<file path="src/rtl/uart_tx_arbiter.sv">
// Round-robin arbiter sharing one UART transmitter among N_REQ byte producers.
// Holds the grant for a whole frame; a watchdog aborts frames whose done tick never arrives.
module uart_tx_arbiter #(
  parameter int unsigned NB_DATA        = 8,
  parameter int unsigned N_REQ          = 2,
  parameter int unsigned TIMEOUT_CYCLES = 32768
) (
  input  logic                     i_clock,
  input  logic                     i_reset,
  input  logic [N_REQ-1:0]         i_req,
  input  logic [N_REQ*NB_DATA-1:0] i_data,
  output logic [N_REQ-1:0]         o_ack,
  output logic [N_REQ-1:0]         o_grant,
  output logic                     o_tx_ready,
  output logic [NB_DATA-1:0]       o_tx_data,
  input  logic                     i_tx_done_tick,
  output logic                     o_busy,
  output logic                     o_timeout
);

  localparam int unsigned IDX_W = (N_REQ > 1) ? $clog2(N_REQ) : 1;
  localparam int unsigned WD_W  = $clog2(TIMEOUT_CYCLES);
  localparam logic [WD_W-1:0]  WD_LAST  = WD_W'(TIMEOUT_CYCLES - 1);
  localparam logic [IDX_W-1:0] IDX_LAST = IDX_W'(N_REQ - 1);

  typedef enum logic [1:0] {
    S_IDLE,
    S_START,
    S_WAIT
  } state_t;

  state_t              state;
  logic [IDX_W-1:0]    last;
  logic [IDX_W-1:0]    owner;
  logic [WD_W-1:0]     wdog;

  logic                win_valid;
  logic [IDX_W-1:0]    win_idx;
  logic [IDX_W-1:0]    cand;
  logic [N_REQ-1:0]    win_onehot;
  logic [NB_DATA-1:0]  win_byte;

  // Winner search starts just after the last owner and wraps around.
  always_comb begin
    win_valid = 1'b0;
    win_idx   = '0;
    cand      = '0;
    for (int unsigned i = 1; i <= N_REQ; i++) begin
      cand = IDX_W'((32'(last) + i) % N_REQ);
      if (!win_valid && i_req[cand]) begin
        win_valid = 1'b1;
        win_idx   = cand;
      end
    end
  end

  always_comb begin
    win_byte = '0;
    for (int unsigned k = 0; k < N_REQ; k++) begin
      if (win_idx == IDX_W'(k)) begin
        win_byte = i_data[k*NB_DATA +: NB_DATA];
      end
    end
  end

  assign win_onehot = {{(N_REQ-1){1'b0}}, 1'b1} << win_idx;

  always_ff @(posedge i_clock) begin
    if (i_reset) begin
      state      <= S_IDLE;
      last       <= IDX_LAST;
      owner      <= '0;
      wdog       <= '0;
      o_ack      <= '0;
      o_grant    <= '0;
      o_tx_ready <= 1'b0;
      o_tx_data  <= '0;
      o_busy     <= 1'b0;
      o_timeout  <= 1'b0;
    end else begin
      o_ack      <= '0;
      o_tx_ready <= 1'b0;
      o_timeout  <= 1'b0;
      case (state)
        S_IDLE: begin
          if (win_valid) begin
            owner      <= win_idx;
            o_grant    <= win_onehot;
            o_ack      <= win_onehot;
            o_tx_data  <= win_byte;
            o_tx_ready <= 1'b1;
            o_busy     <= 1'b1;
            state      <= S_START;
          end
        end
        S_START: begin
          wdog  <= '0;
          state <= S_WAIT;
        end
        S_WAIT: begin
          // Done tick takes precedence over a coincident watchdog expiry.
          if (i_tx_done_tick) begin
            last    <= owner;
            o_grant <= '0;
            o_busy  <= 1'b0;
            state   <= S_IDLE;
          end else if (wdog == WD_LAST) begin
            o_timeout <= 1'b1;
            last      <= owner;
            o_grant   <= '0;
            o_busy    <= 1'b0;
            state     <= S_IDLE;
          end else begin
            wdog <= wdog + WD_W'(1);
          end
        end
        default: state <= S_IDLE;
      endcase
    end
  end

endmodule

</file>
<file path="config.mk">
export PLATFORM = sky130hd
export DESIGN_NAME = uart_tx_arbiter
export DESIGN_NICKNAME = d
export VERILOG_FILES = /design/src/rtl/uart_tx_arbiter.sv
export SDC_FILE = /design/constraint.sdc
export NUM_CORES = 1
export LEC_CHECK = 0
export ABC_AREA = 1
export CORE_MARGIN = 2
export CORE_UTILIZATION = 45
export DETAILED_ROUTE_END_ITERATION = 7
export PLACE_DENSITY_LB_ADDON = 0.1
export SYNTH_ARGS = -nofsm -noshare
export SYNTH_HDL_FRONTEND = slang
export SYNTH_SLANG_ARGS = --single-unit
</file>
<file path="constraint.sdc">
create_clock -name i_clock -period 2.4 [get_ports i_clock]
set_input_delay 0.24 -clock i_clock [delete_from_list [all_inputs] [get_ports i_clock]]
set_output_delay 0.24 -clock i_clock [all_outputs]
set_load 0.01 [all_outputs]
</file>
==> metrics.txt <==
status=finished, final reports clean; area share of the largest cell type after synthesis=0.387; htree depth=2; Hold Vio Cnt, Final=0; minimum clock period=approximately 1.7 ns; die area=approximately 0.0044 mm^2; DPL Wire Length=between 2 and 3 mm; DIE HEIGHT=66.5 um; VDD IR-drop max=403 uV; Setup Fix Bufs, Post-CTS=0; total power=~1.4 mW; layout cells sized above 1=0.0872; kind of start point of the critical path=register; Synth area leader=dfxtp_1; P per Cell Area=just over 600 mW/mm^2; Buffers on Ports=35; mapped cell area=about 0.0018 mm^2; cts repair resizes=0; CTS Hold Bufs=0; top cells by area, synth=dfxtp_1 (39%), nand2_1 (16%), nand3_1 (9.7%), inv_1 (6.2%), nor2_1 (5.5%); largest net degree at the start of global routing=18; Fmax=between 500 and 600 MHz; Worst Tran Pin Value=between 0.4 and 0.5 ns; Site Rows=22; CP Capture Type=register; Yosys cell types=29; prevailing post-synth register cell=dfxtp_1; number of synthesized flops with an enable pin=0; Final #Nets=about 320; DR vias/cell=4.96; Placer Congestion=approximately 0.84; TritonRoute pass-1 iters=4; static leakage=about 0.95 nW; post-route ant nets=0; initial antenna violation count=0; synthesized instance count=260; asr flop ratio synth=0; Routed WL=4.09 mm; Diodes inserted=0; # Max-Cap Violations=0; Max-slew headroom=0.683; CTS Sinks=34; Ports=36; TNS Setup=0 ns; global-route wire length before repair=7.16 mm; CTS max path bufs=2; CP Max Fanout=15; most common cell in the netlist=nand2_1; WP data required=roughly 2.6 ns; post-DR wirelength/cell=11.8 um; final instance area=between 0.002 and 0.0025 mm^2; clock latency on the worst-skew pair=0.28 ns; Area after DPL=0.00214 mm^2; Area Growth Syn to Fin=28.0%; fillcell total=358; CTS tree=built; number of remaining DRC errors=0; Initial Utilization=0.473; vias after detailed routing=1716; Worst-path clk slew=~0.070 ns; #FFs+latches synth=34; WP data arrival=approximately 1.9 ns; Setup Viol. Count Final=0; warnings from Yosys=0; DP Worst Slack=0.657 ns; CTS Buf Count=5; most common library cells after synthesis=nand2_1 (74), dfxtp_1 (34), nand3_1 (34); Mapped Nets=approximately 280; average size of a mapped cell=just under 7 um^2; core footprint=approximately 0.0037 mm^2; final period utilization=0.712; DRT iter0 DRCs=between 90 and 100; Slew Viols, Final=0; Root Buffer=clkbuf_8; gr usage total=0.208; GR Overflow Total=0; WS Path Type=register to register; clock skew=0.0109 ns; number of global-route vias before repair=roughly 1.7k; Die Span X=66.5 um; RSZ-0062 raised after global routing=no; Min-Delay Path Class=register to register; sequential-to-total area share from yosys stat=0.387; setup ws final=around 0.7 ns
[power breakdown]
group          leakage (nW)  switching, mW  total (mW)  internal (mW)
logic                 0.612          0.132       0.253          0.121
registers             0.279         0.0288       0.637          0.608
clock network        0.0575          0.200       0.490          0.290
total                 0.948          0.361        1.38           1.02
[state kept, by name, indices dropped and copies added (netlist names), 2 cells and up]
signal	flops
o_ack	2
state	2
o_tx_data	8
o_grant	2
wdog	15
[final timing paths]
kind	from	endpoint	slack, ns	depth (start not counted)
worst max-delay path	wdog[0]	wdog[4]	0.69	8
worst max register to register	wdog[0]	wdog[4]	0.69	8
worst min-delay path	o_busy	o_busy	0.47	2
worst min register to register	o_busy	o_busy	0.47	2
[through the flow]
| step | util | cells | hold WS, ns |
|---|---|---|---|
| after floorplan | - | 260 | 0.319 |
| after global placement | 0.576 | 338 | 0.457 |
| after detailed placement | 0.576 | 338 | 0.465 |
| after CTS | 0.606 | 346 | 0.475 |
| after global routing | 0.606 | 346 | 0.498 |
| final | 0.606 | 346 | 0.469 |
[layer usage]
| metal | track usage | up-vias | share of wire |
|---|---|---|---|
| li1 | - | 912 | - |
| met4 | 0.0638 | 0 | 0.013 |
| met5 | 0 | - | 0 |
| met1 | 0.268 | 754 | 0.47 |
| met2 | 0.341 | 41 | 0.47 |
| met3 | 0.0507 | 9 | 0.054 |
[cell usage in the layout, fill, tap and decap left out, types with 2 or more instances in the layout]
cell / n
a21oi_1: 9
a31oi_1: 8
buf_4: 2
clkbuf_8: 8
clkdlybuf4s50_1: 35
clkinv_1: 2
dfxtp_1: 34
inv_1: 29
nand2_1: 74
nand2_2: 4
nand2_4: 2
nand3_1: 34
nand4_1: 4
nor2_1: 26
nor2_2: 3
nor2_4: 2
o21ai_0: 10
o21bai_1: 2
[kinds of logic after synthesis]
logic type | share of synthesized area
AO/OA/AOI/OAI | 0.0960
adder cells (fa/ha/maj) | 0.00711
AND/OR/NAND/NOR | 0.413
flip-flops | 0.387
buffers and inverters | 0.0925
XOR/XNOR | 0.00498
[critical path: stages (launching register included)]
cell     delay, ns
dfxtp_1       0.44
ha_1          0.27
nand3_4       0.12
nor2_4        0.18
nand2_4       0.11
nand2_8       0.13
nand2_4       0.15
nand2_1       0.11
a21oi_1       0.06
[layout make-up]
class / instances / area (um^2) / area share
clock buffers: 8 / 110 / 0.0489
flip-flops and latches: 34 / 681 / 0.302
multi-input cells: 187 / 916 / 0.407
repair buffers: 37 / 365 / 0.162
well taps: 48 / 60.1 / 0.0267
inverters: 32 / 120 / 0.0533
Note: power is estimated with default switching activity, not from simulation.
